$ cat config.mk
export PLATFORM = sky130hd
export DESIGN_NAME = bcd_multidigit_adder
export DESIGN_NICKNAME = d
export VERILOG_FILES = /design/src/rtl/bcd_multidigit_adder.sv
export SDC_FILE = /design/constraint.sdc
export NUM_CORES = 1
export LEC_CHECK = 0
export ABC_AREA = 0
export CAP_MARGIN = 20
export CORE_MARGIN = 1
export CORE_UTILIZATION = 30
export CTS_CLUSTER_DIAMETER = 30
export DETAILED_ROUTE_END_ITERATION = 7
export DONT_BUFFER_PORTS = 1
export GPL_ROUTABILITY_DRIVEN = 1
export PLACE_DENSITY = 0.45
export SYNTH_ARGS = -nofsm -noshare
export SYNTH_HDL_FRONTEND = slang
export SYNTH_SLANG_ARGS = --single-unit
$ cat constraint.sdc
create_clock -name clk -period 3.87 [get_ports clk]
set_clock_uncertainty 0.1 [all_clocks]
set_input_delay 0.774 -clock clk [delete_from_list [all_inputs] [get_ports clk]]
set_output_delay 0.774 -clock clk [all_outputs]
set_load 0.05 [all_outputs]
$ cat src/rtl/bcd_multidigit_adder.sv
// Sequential packed-BCD adder: one digit per clock, least-significant digit first,
// with valid/ready handshakes on the operand and result sides.
module bcd_multidigit_adder #(
  parameter int DIGITS = 4
) (
  input  logic                  clk,
  input  logic                  rst_n,
  input  logic                  in_valid,
  output logic                  in_ready,
  input  logic [4*DIGITS-1:0]   a,
  input  logic [4*DIGITS-1:0]   b,
  input  logic                  cin,
  output logic                  sum_valid,
  input  logic                  sum_ready,
  output logic [4*DIGITS-1:0]   sum,
  output logic                  cout,
  output logic                  err
);

  localparam int W     = 4 * DIGITS;
  localparam int IDX_W = (DIGITS > 1) ? $clog2(DIGITS) : 1;

  typedef enum logic [1:0] {
    S_IDLE,
    S_ADD,
    S_DONE
  } state_t;

  state_t           r_state;
  logic             r_in_ready;
  logic             r_sum_valid;
  logic [W-1:0]     r_a;
  logic [W-1:0]     r_b;
  logic [W-1:0]     r_sum;
  logic             r_carry;
  logic             r_cout;
  logic             r_err;
  logic [IDX_W-1:0] r_idx;

  logic [3:0]       w_a_dig;
  logic [3:0]       w_b_dig;
  logic             w_in_err;
  logic [4:0]       w_t;
  logic [3:0]       w_s_adj;
  logic             w_gt9;
  logic [3:0]       w_s;
  logic [W-1:0]     w_sum_next;
  logic             w_last;

  // Select the active digit from the captured operands and flag any non-BCD
  // input digit on the live operand bus (only sampled at acceptance).
  // NOTE: every signal gets a default before the loop so no latch is inferred.
  always_comb begin
    w_a_dig  = 4'd0;
    w_b_dig  = 4'd0;
    w_in_err = 1'b0;
    for (int i = 0; i < DIGITS; i++) begin
      if (IDX_W'(i) == r_idx) begin
        w_a_dig = r_a[4*i +: 4];
        w_b_dig = r_b[4*i +: 4];
      end
      if ((a[4*i +: 4] > 4'd9) || (b[4*i +: 4] > 4'd9)) begin
        w_in_err = 1'b1;
      end
    end
  end

  // Decimal correction: adding 6 modulo 16 skips the six unused nibble codes.
  assign w_t     = {1'b0, w_a_dig} + {1'b0, w_b_dig} + {4'd0, r_carry};
  assign w_s_adj = w_t[3:0] + 4'd6;
  assign w_gt9   = (w_t > 5'd9);
  assign w_s     = w_gt9 ? w_s_adj : w_t[3:0];
  assign w_last  = (r_idx == IDX_W'(DIGITS - 1));

  always_comb begin
    w_sum_next = r_sum;
    for (int i = 0; i < DIGITS; i++) begin
      if (IDX_W'(i) == r_idx) begin
        w_sum_next[4*i +: 4] = w_s;
      end
    end
  end

  // NOTE: state is updated with non-blocking assignments so every register
  // samples the pre-edge values, independent of statement order.
  always_ff @(posedge clk or negedge rst_n) begin
    if (!rst_n) begin
      r_state     <= S_IDLE;
      r_in_ready  <= 1'b1;
      r_sum_valid <= 1'b0;
      r_a         <= '0;
      r_b         <= '0;
      r_sum       <= '0;
      r_carry     <= 1'b0;
      r_cout      <= 1'b0;
      r_err       <= 1'b0;
      r_idx       <= '0;
    end else begin
      case (r_state)
        S_IDLE: begin
          if (in_valid && r_in_ready) begin
            r_a        <= a;
            r_b        <= b;
            r_carry    <= cin;
            r_idx      <= '0;
            r_err      <= w_in_err;
            r_sum      <= '0;
            r_cout     <= 1'b0;
            r_in_ready <= 1'b0;
            r_state    <= S_ADD;
          end
        end
        S_ADD: begin
          r_sum   <= w_sum_next;
          r_carry <= w_gt9;
          if (w_last) begin
            r_cout      <= w_gt9;
            r_sum_valid <= 1'b1;
            r_state     <= S_DONE;
          end else begin
            r_idx <= r_idx + IDX_W'(1);
          end
        end
        S_DONE: begin
          // Result stays parked until the consumer takes it.
          if (sum_ready) begin
            r_sum_valid <= 1'b0;
            r_in_ready  <= 1'b1;
            r_state     <= S_IDLE;
          end
        end
        default: begin
          r_state <= S_IDLE;
        end
      endcase
    end
  end

  assign in_ready  = r_in_ready;
  assign sum_valid = r_sum_valid;
  assign sum       = r_sum;
  assign cout      = r_cout;
  assign err       = r_err;

endmodule

## After elaboration in Yosys (flattened, before gate mapping)

Cells that the tools add are included.
W data, S select, Z words.

| cells by class | value |
|---|---|
| add/sub/neg operators | 4 |
| multiply operators | 0 |
| div/mod/pow operators | 0 |
| magnitude comparators | 9 |
| eq/ne operators | 14 |
| shift operators | 0 |
| muxes and demuxes | 36 |
| bitwise operators | 0 |
| reduce and logical (&&, ||, !) cells | 21 |

Operators with widths:

| kind | count |
|---|---|
| $mux W4 | 13 |
| $gt A4 B4 Y1 const B | 8 |
| $pmux W16 S2 | 1 |
| $reduce_and A3 Y1 | 9 |
| $mux W16 | 1 |
| $ne A2 B2 Y1 const B | 8 |
| $mux W1 | 10 |
| $mux W2 | 5 |
| $pmux W1 S2 | 4 |
| $pmux W2 S3 | 1 |
| $reduce_bool A2 Y1 | 3 |
| $add A4 B4 Y5 | 1 |
| $add A5 B1 Y5 | 1 |
| $gt A5 B4 Y1 const B | 1 |
| $add A4 B3 Y4 const B | 1 |
| $eq A2 B2 Y1 const A | 2 |
| $eq A2 B2 Y1 const B | 2 |
| $logic_not A2 Y1 | 2 |
| $logic_or A1 B1 Y1 | 4 |
| $pmux W2 S2 | 1 |
| $reduce_and A2 Y1 | 2 |
| $add A2 B1 Y2 const B | 1 |
| $eq A1 B2 Y1 const A | 1 |
| $eq A2 B1 Y1 const B | 1 |
| $logic_and A1 B1 Y1 | 1 |

| word-level totals | value |
|---|---|
| register bits after elaboration | 57 |
| latch bits | 0 |
| RAM bits | 0 |
| memory bits (read-only) | 0 |
| output and inout port bits | 20 |
| memories kept | 0 |

## Logic depth before layout (Yosys ltp)

Gate-level depths: netlist of run 1.

| logic depth | value |
|---|---|
| word-level depth | 11 |
| gate-level depth with buffers | 20 |

## Worst setup path before layout of run 1

Ideal clock, no wire load.

| timing | value |
|---|---|
| path type | reg2reg |
| start | register r_idx[0] |
| end | register r_sum[13] (netlist: sum[13]) |
| setup time | 0.136 ns |
| arrival | 3.804 ns |
| data required time | 3.634 ns |
| setup slack | -0.170 ns |
| cell stages (with the launch flop) | 20 |
| cell sequence | dfrtp_1 -> inv_1 -> ha_1 -> clkbuf_1 -> clkbuf_1 -> a21oi_1 -> nor2_1 -> a21oi_1 -> fa_1 -> inv_1 -> fa_1 -> clkbuf_1 -> inv_1 -> ha_1 -> nand2b_1 -> a22o_1 -> buf_6 -> and4_4 -> a2111oi_4 -> o41ai_1 |

| between the ends | value |
|---|---|
| word-level cells in the longest chain between the ends | 11 |

RTL lines:

| what | RTL line | text |
|---|---|---|
| start, declared | 38 | `logic [IDX_W-1:0] r_idx;` |
| start signal, assigned | 121 | `r_idx <= r_idx + IDX_W'(1);` |
| $logic_not A2 Y1 | 58 | `if (IDX_W'(i) == r_idx) begin` |
| $mux W4 (4 in series) | 58 |  |
| $add A4 B4 Y5 | 69 | `assign w_t = {1'b0, w_a_dig} + {1'b0, w_b_dig} + {4'd0, r_carry};` |
| $add A5 B1 Y5 | 69 |  |
| $add A4 B3 Y4 or $gt A5 B4 Y1 (tied branches) | 70, 71 |  |
| $mux W4 | 72 | `assign w_s = w_gt9 ? w_s_adj : w_t[3:0];` |
| $mux W4 | 78 | `if (IDX_W'(i) == r_idx) begin` |
| $pmux W16 S2 | 99 | `case (r_state)` |
| end signal, assigned | 114 | `r_sum <= w_sum_next;` |
| end, declared | 34 | `logic [W-1:0] r_sum;` |

Several ways; a longest one is shown, not always the timed one. The select of a mux whose other input is x is not followed.
A chain may end at the register's enable or synchronous reset.

## Worst setup path after layout of run 1

Ends and elaborated chain as after synthesis.

==> flow_summary.toml, run 1 <==
[status]
status = "finished clean"

[yosys]
synth_area_per_cell_sq_um = 8.46
synth-seq-cells = 57
synth-edff-count = 0
netlist_area_sq_um = 2980
async_flop_share_pct = 100
yosysTopAreaCell = "dfrtp_1"
yosysSeqAreaShare_pct = 47.9
synth_nets = 400
synth.top_cell.area_share_pct = 47.1
yosysUniqueCellTypes = 42
synth_area_leaders = "dfrtp_1, nand2_1, o21ai_0, ha_1, a21oi_1"
synth_ff_type = "dfrtp_1"
ys_warn_count = 0
syn_inst = 352

[routing]
wire_per_inst_um = 15.6
antenna_left = 0
drt_iter0_drc = 59
route.detailed.drc = 0
finalWirelength_um = 7600
vias_per_cell = 4.86
firstDrtPassIters = 4
via_count = 2370

[power]
p_leak_nw = 1.58
pwr_density_cell_nw_per_um2 = 348
irDropWorstVdd_mv = 0.114

[floorplan]
dieArea_sq_um = 10300
rows = 35
initial_core_util_pct = 31.6
coreArea_sq_um = 9420
die_h_um = 102
io_pins = 57
fp.dieW_um = 102

[run]
maxCapViolations = 0

[worst_setup_path]
cp_num_buf_inv = 2
cpPeakStageDelay_ns = 0.44
path_delay_family = "compound AO/OA/AOI/OAI gates"
critical_path.most_common_cell = "a21oi_1"
crit_path_end_kind = "flop"
timing.reg2reg.setup_slack_ns = 0.25
worst-setup-path-type = "flop to flop"
path_cells = "inv_2, ha_1, nand3b_1, a21oi_1, a21oi_1, nor2_1, a21oi_1, fa_2, inv_2, fa_1, xnor2_2, ha_1, nand2b_1, a22o_4, and4_4, a2111oi_4, o41ai_2"
worstPathArrival_ns = 3.72
crit_path_max_fanout = 10
crit_path_start_kind = "flop"
cpMaxStageDelayCell = "dfrtp_1"
worstPathRequired_ns = 3.97

[clock_tree]
cts_num_sinks = 57
htreeDepth = 3
cts.path.max_buffers = 2
clk_latency_ns = 0.34
cts_inserted_buffers = 9
root_buffer = "clkbuf_8"
cts_tree = "yes"
clk_pin_slew_worst_paths_ns = 0.07

[sta]
hold_viol = 0
max_freq_mhz = 276
finalSetupViolCount = 0
fin_crit_sh_pct = 93.5
hold_ws_ns = 0.0211
final_max_slew_viol_count = 0
tightestPinTransition_ns = 0.571
rsz0062_at_grt = "no"
fin_crit_ns = 3.62
slew_headroom_pct = 61.8
setup_tns_ns = 0

[grt]
antenna_found_initial = 0
first_global_vias = 2437
grt_pass1_wl_um = 12200
grt_max_degree = 58
overflow = 0
grt_use_total_pct = 15.9

[placed_design]
gp_routability_congestion = 0.757
port_buffers = 0
place.detailed.hpwl_um = 5480
dp.cells = 473

[layout]
syn_to_final_growth_pct = 14.5
nets = 404
drive_gt1_share_pct = 11.7
final_common_cell = "nand2_1"
stdcell_count = 488
layout_common_cells = "nand2_1, dfrtp_1, o21ai_0, a21oi_1, nand3_1"
diodes = 0

[hold_path]
hold_class = "input port to asynchronous set/reset pin"
final cells by class:
class | instances | area, sq um
Clock inverter | 2 | 37.5
Fill cell | 1003 | 6010
Timing Repair Buffer | 13 | 100
Tap cell | 129 | 161
Sequential cell | 57 | 1430
Inverter | 7 | 26.3
Clock buffer | 12 | 165
Multi-Input combinational cell | 268 | 1490
state kept, by name, indices dropped and copies added (netlist names):
register	flops
err	1
sum_valid	1
r_carry	1
r_state	2
cout	1
in_ready	1
r_b	16
sum	16
r_a	16
r_idx	2
repair_timing:
action	in CTS	in global routing
buffers inserted	0	0
hold buffers	0	1
pin swaps	0	4
resized for setup	1	11
endpoints found under the hold margin	0	1
setup endpoints to repair	1	9
where the power goes:
part / leakage [nW] / switching, W / internal [W]
logic: 0.787 / 0.00000340 / 0.00000302
clock network: 0.101 / 0.000239 / 0.000343
registers: 0.688 / 0 / 0.000596
total: 1.58 / 0.000243 / 0.000942
path summary, 6_finish.rpt:
path | from | to | cells after the start
worst max-delay path | r_idx[0] | sum[13] | 17
worst min-delay path | rst_n | sum[8] | 0
worst max register to register | r_idx[0] | sum[13] | 17
worst min register to register | r_a[0] | r_a[0] | 2
max in group asynchronous | rst_n | sum[12] | 1
min in group clk | r_a[0] | r_a[0] | 2
kinds of logic after synthesis:
logic type	after synthesis	synth area share, %
simple gates	182	27.4
flops	57	47.9
xor+xnor	2	0.588
mux	3	1.05
buf+inv	27	3.78
compound gates	70	14.1
fa+ha+maj	11	5.13
per-layer routing:
metal / vias to the layer above / share of wire (%) / global-route usage [%]
li1: 1207 / - / -
met2: 61 / 46 / 25.4
met3: 7 / 5.8 / 4.90
met4: 0 / 1.1 / 6.24
met5: - / 0 / 0
met1: 1095 / 47 / 20.1
cell usage after synthesis, drive strengths merged (3+ instances only):
cell type / count
and3: 3
buf: 4
ha: 9
inv: 7
dfrtp: 56
nand4: 7
or4: 3
o21ai: 33
nand2: 118
o311a: 3
nor2: 10
nand3b: 7
nor2b: 3
a21oi: 22
nor3: 3
clkbuf: 16
nand3: 19
and2: 3
stage by stage:
| step | total power, W | cell area [sq um] | worst slack, ns | utilization (%) |
|---|---|---|---|---|
| final | 0.00118 | 3410 | 0.253 | 36.2 |
| after global routing | 0.00122 | 3410 | 0.0166 | 36.2 |
| after CTS | 0.00120 | 3350 | 0.0873 | 35.6 |
| after detailed placement | 0.000613 | 3150 | 0.0177 | 33.4 |
| after global placement | 0.000613 | 3150 | 0.116 | 33.4 |
| after floorplan | 0.000611 | 2980 | 0.0164 | - |
Power figures use the tool's default switching activity.
==> run 2, diff against run 1 <==
--- a/config.mk
+++ b/config.mk
@@ -13,7 +13,7 @@
 export DETAILED_ROUTE_END_ITERATION = 7
 export DONT_BUFFER_PORTS = 1
 export GPL_ROUTABILITY_DRIVEN = 1
-export PLACE_DENSITY = 0.45
+export PLACE_DENSITY = 0.53
 export SYNTH_ARGS = -nofsm -noshare
 export SYNTH_HDL_FRONTEND = slang
 export SYNTH_SLANG_ARGS = --single-unit
==> constraint.sdc (replaced) <==
create_clock -name clk -period 3.87 [get_ports clk]
set_clock_uncertainty 0.1 [all_clocks]
set_input_delay 0.387 -clock clk [delete_from_list [all_inputs] [get_ports clk]]
set_output_delay 0.387 -clock clk [all_outputs]
set_load 0.05 [all_outputs]
==> flow_summary.toml, run 2 (synthesized netlist as in run 1, its figures left out) <==
[sta]
hold_ws_ns = 0.0336
max_freq_mhz = 275
final_max_slew_viol_count = 0
setup_tns_ns = 0
hold_viol = 0
fin_crit_sh_pct = 93.9
slew_headroom_pct = 53.0
fin_crit_ns = 3.63
finalSetupViolCount = 0
tightestPinTransition_ns = 0.702

[worst_setup_path]
worst-setup-path-type = "flop to flop"
worstPathArrival_ns = 3.74
cp_num_buf_inv = 3
worstPathRequired_ns = 3.97
timing.rr.end = "sum[13]"
cpMaxStageDelayCell = "fa_1"
path_cells = "inv_2, ha_4, nand3b_1, a21oi_1, a21oi_1, nor2_1, a21oi_2, fa_1, inv_1, fa_1, inv_2, ha_1, nand2b_1, a22o_4, and4_4, a2111oi_4, o41ai_1"
timing.reg2reg.setup_slack_ns = 0.24
crit_path_start_kind = "flop"
r2r-start = "r_idx[1]"
crit_path_end_kind = "flop"
path_delay_family = "adder cells"
crit_path_max_fanout = 10
cpPeakStageDelay_ns = 0.44
r2r_cells = 17

[layout]
layout_common_cells = "nand2_1, dfrtp_1, o21ai_0, a21oi_1, nand3_1"
post-route-cell-area_sq_um = 3410
fillCellCount = 1007
multi_input_area_sq_um = 1490
nets = 404
final_common_cell = "nand2_1"
drive_gt1_share_pct = 11.7
diodes = 0
register_area_sq_um = 1430
syn_to_final_growth_pct = 14.4

[hold_path]
whs_path_depth = 1
whs_endpoint = "r_state[1]"
min_from = "sum_ready"
hold_class = "input port to flop"

[power]
pwr_density_cell_nw_per_um2 = 332
p_leak_nw = 1.58
irDropWorstVdd_mv = 0.179

[grt]
grt_use_total_pct = 16.0
antenna_found_initial = 0
grt_max_degree = 58
first_global_vias = 2512
overflow = 0
grt_pass1_wl_um = 12500

[clock_tree]
cts_num_sinks = 57
cts.path.max_buffers = 2
cts_setup_buffers = 0
htreeDepth = 3
clk_pin_slew_worst_paths_ns = 0.07
cts_inserted_buffers = 9
cts_tree = "yes"
clk_latency_ns = 0.33
root_buffer = "clkbuf_8"

[routing]
drt_iter0_drc = 106
vias_per_cell = 5.02
finalWirelength_um = 7550
route.detailed.drc = 0
firstDrtPassIters = 4
wire_per_inst_um = 15.4
antenna_left = 0
via_count = 2456

[floorplan]
rows = 35
die_h_um = 102
dieArea_sq_um = 10300
initial_core_util_pct = 31.6
fp.dieW_um = 102
coreArea_sq_um = 9420
io_pins = 57

[placed_design]
place.detailed.hpwl_um = 5280
port_buffers = 0
placed_cell_area_sq_um = 3140
gp_routability_congestion = 0.825

[status]
status = "finished clean"

[run]
maxCapViolations = 0
run 2: repair_timing:
item                                   in CTS  in global routing
hold buffers                                2                  0
endpoints found under the hold margin      57                  0
resized for setup                           2                 10
setup endpoints to repair                   1                  8
run 2: worst max-delay path by stage:
stage          startpoint  cells past startpoint  endpoint  slack (ns)
2_1_floorplan    r_idx[1]                     20   sum[13]        0.02
3_3_place_gp     r_idx[1]                     17   sum[13]        0.13
3_5_place_dp     r_idx[1]                     17   sum[13]       -0.03
4_1_cts          r_idx[1]                     17   sum[13]        0.05
5_1_grt          r_idx[1]                     17   sum[13]      -0.002
6_report         r_idx[1]                     17   sum[13]        0.24
run 2: worst reg2reg max path: stages, from the launching register on:
cell,delay [ns]
dfrtp_1,0.39
inv_2,0.09
ha_4,0.19
nand3b_1,0.15
a21oi_1,0.15
a21oi_1,0.05
nor2_1,0.12
a21oi_2,0.06
fa_1,0.42
inv_1,0.11
fa_1,0.44
inv_2,0.10
ha_1,0.14
nand2b_1,0.09
a22o_4,0.31
and4_4,0.20
a2111oi_4,0.30
o41ai_1,0.12
run 2: through the flow:
step                setup slack, ns  cells  utilization, %  power, W
global route               -0.00189    489            36.2   0.00117
detailed placement          -0.0263    472            33.4  0.000613
floorplan                    0.0164    352               -  0.000611
CTS                          0.0470    489            35.8   0.00115
global placement              0.127    472            33.4  0.000613
finish                        0.237    489            36.2   0.00113
run 2: layer usage:
layer,track usage [%],share of wire (%),wire length (um)
met2,25.5,44,3360
met3,5.38,7.4,561
met1,19.6,46,3440
met4,7.25,2.5,187
met5,0,0,0
run 2: cell type report:
| class | count | share of cell area [%] |
|---|---|---|
| timing repair buffer | 13 | 3.53 |
| clock buffer | 12 | 4.85 |
| inverter | 7 | 0.771 |
| sequential | 57 | 41.9 |
| multi-input combinational | 268 | 43.8 |
| clock inverter | 3 | 0.441 |
| tap | 129 | 4.74 |
run 2: report_power, final:
part	switching (W)	total (W)	internal [W]	leakage, nW
registers	0	0.000596	0.000596	0.688
logic	0.0000158	0.0000217	0.00000593	0.792
clock network	0.000235	0.000513	0.000278	0.0980
total	0.000251	0.00113	0.000880	1.58
==> run 3, diff against run 2 <==
--- a/config.mk
+++ b/config.mk
@@ -8,12 +8,12 @@
 export ABC_AREA = 0
 export CAP_MARGIN = 20
 export CORE_MARGIN = 1
-export CORE_UTILIZATION = 30
+export CORE_UTILIZATION = 45
 export CTS_CLUSTER_DIAMETER = 30
 export DETAILED_ROUTE_END_ITERATION = 7
 export DONT_BUFFER_PORTS = 1
 export GPL_ROUTABILITY_DRIVEN = 1
-export PLACE_DENSITY = 0.53
+export PLACE_DENSITY = 0.7
 export SYNTH_ARGS = -nofsm -noshare
 export SYNTH_HDL_FRONTEND = slang
 export SYNTH_SLANG_ARGS = --single-unit
==> flow_summary.toml, run 3 (synthesized netlist as in run 1, its figures left out) <==
[layout]
drive_gt1_share_pct = 11.1
final_common_cell = "nand2_1"
layout_common_cells = "nand2_1, dfrtp_1, o21ai_0, a21oi_1, nand3_1"
nets = 402
diodes = 0
syn_to_final_growth_pct = 11.6
fillCellCount = 614

[hold_path]
whs_path_depth = 1
min_from = "sum_ready"
hold_class = "input port to flop"

[routing]
antenna_left = 0
via_count = 2420
vias_per_cell = 5.55
drt_iter0_drc = 105
finalWirelength_um = 6820
firstDrtPassIters = 5
wire_per_inst_um = 15.7
route.detailed.drc = 0

[worst_setup_path]
cp_num_buf_inv = 3
crit_path_max_fanout = 10
worstPathArrival_ns = 3.81
cpMaxStageDelayCell = "fa_1"
r2r_cells = 17
worstPathRequired_ns = 3.98
crit_path_start_kind = "flop"
cp-startpoint = "r_idx[1]"
crit_path_end_kind = "flop"
path_cells = "inv_2, ha_4, nand3b_1, a21oi_1, a21oi_1, nor2_1, a21oi_2, fa_1, inv_1, fa_1, inv_2, ha_1, nand2b_1, a22o_4, and4_4, a2111oi_4, o41ai_1"
r2r-start = "r_idx[1]"
worst-setup-path-type = "flop to flop"
cp.depth = 17
path_delay_family = "adder cells"
cpPeakStageDelay_ns = 0.46

[grt]
first_global_vias = 2394
grt_use_total_pct = 21.5
grt_pass1_wl_um = 11600
grt_max_degree = 58
antenna_found_initial = 0
overflow = 0

[floorplan]
die_h_um = 83.3
coreArea_sq_um = 6390
dieArea_sq_um = 6950
io_pins = 57
initial_core_util_pct = 46.6
fp.dieW_um = 83.3
rows = 29

[run]
maxCapViolations = 0

[power]
finalPower_w = 0.00109
pwr_density_cell_nw_per_um2 = 328
irDropWorstVdd_mv = 0.234
p_leak_nw = 1.56

[sta]
fin_crit_sh_pct = 95.6
final_max_slew_viol_count = 0
tightestPinTransition_ns = 0.523
slew_headroom_pct = 65.1
hold_ws_ns = 0.0303
fin_crit_ns = 3.70
rsz0062_at_grt = "no"
hold_viol = 0
max_freq_mhz = 270
finalSetupViolCount = 0

[clock_tree]
clk_latency_ns = 0.34
cts_num_sinks = 57
cts_setup_buffers = 0
cts_inserted_buffers = 9
cts.path.max_buffers = 2
htreeDepth = 3
clk_pin_slew_worst_paths_ns = 0.06
root_buffer = "clkbuf_8"
cts_tree = "yes"

[placed_design]
place.detailed.hpwl_um = 4730
gp_routability_congestion = 0.787
port_buffers = 0

[status]
status = "finished clean"
[run 3: cell count changes in the layout (fill, tap and decap cells not counted), sizes merged]
cell / before / now
buf: 12 / 10
clkinv: 3 / 4
[run 3: worst paths after layout]
kind,slack [ns],to
worst max register to register,0.17,sum[13]
max in group asynchronous,2.90,in_ready
worst min register to register,0.38,r_a[14]
worst max-delay path,0.17,sum[13]
min in group asynchronous,0.50,sum[5]
worst min-delay path,0.03,r_state[1]
[run 3: final cells by class]
class / instances / area (sq um) / area share [%]
multi-input combinational: 268 / 1500 / 45.2
sequential: 57 / 1430 / 42.9
clock buffer: 12 / 145 / 4.37
timing repair buffer: 11 / 105 / 3.16
tap: 77 / 96.3 / 2.90
inverter: 7 / 26.3 / 0.790
clock inverter: 4 / 20.0 / 0.602
[run 3: where the power goes]
group | total, W | internal [W] | switching, W
Clock | 0.000475 | 0.000245 | 0.000229
Combinational | 0.0000212 | 0.00000593 | 0.0000153
Sequential | 0.000596 | 0.000596 | 0
[run 3: stage by stage]
stage	cells	util (%)	setup WS, ns	TNS (ns)	area [sq um]
finish	436	52.1	0.172	0	3320
global route	436	52.1	0.00821	0	3320
detailed placement	418	47.9	-0.0460	-0.0460	3060
global placement	418	47.9	0.115	0	3060
CTS	436	51.3	0.0280	0	3280
floorplan	352	-	0.0164	0	2980
[run 3: worst register-to-register path, cell delays in order (launching register included)]
cell       delay [ns]
dfrtp_1          0.42
inv_2            0.10
ha_4             0.19
nand3b_1         0.15
a21oi_1          0.14
a21oi_1          0.05
nor2_1           0.12
a21oi_2          0.06
fa_1             0.41
inv_1            0.11
fa_1             0.46
inv_2            0.10
ha_1             0.15
nand2b_1         0.09
a22o_4           0.31
and4_4           0.20
a2111oi_4        0.31
o41ai_1          0.11
[run 3: per-layer routing]
layer | vias up | global-route usage [%] | part of all wire, %
li1 | 1199 | - | -
met1 | 1131 | 28.0 | 45
met2 | 79 | 33.2 | 48
met3 | 11 | 7.06 | 6.2
met4 | 0 | 8.31 | 1.6
met5 | - | 0 | 0
[run 3: repair_timing]
item | 4_1_cts | 5_1_grt
hold buffers | 2 | 0
gates resized for setup | 3 | 12
endpoints found under the hold margin | 57 | 0
endpoints found under the setup margin | 1 | 12
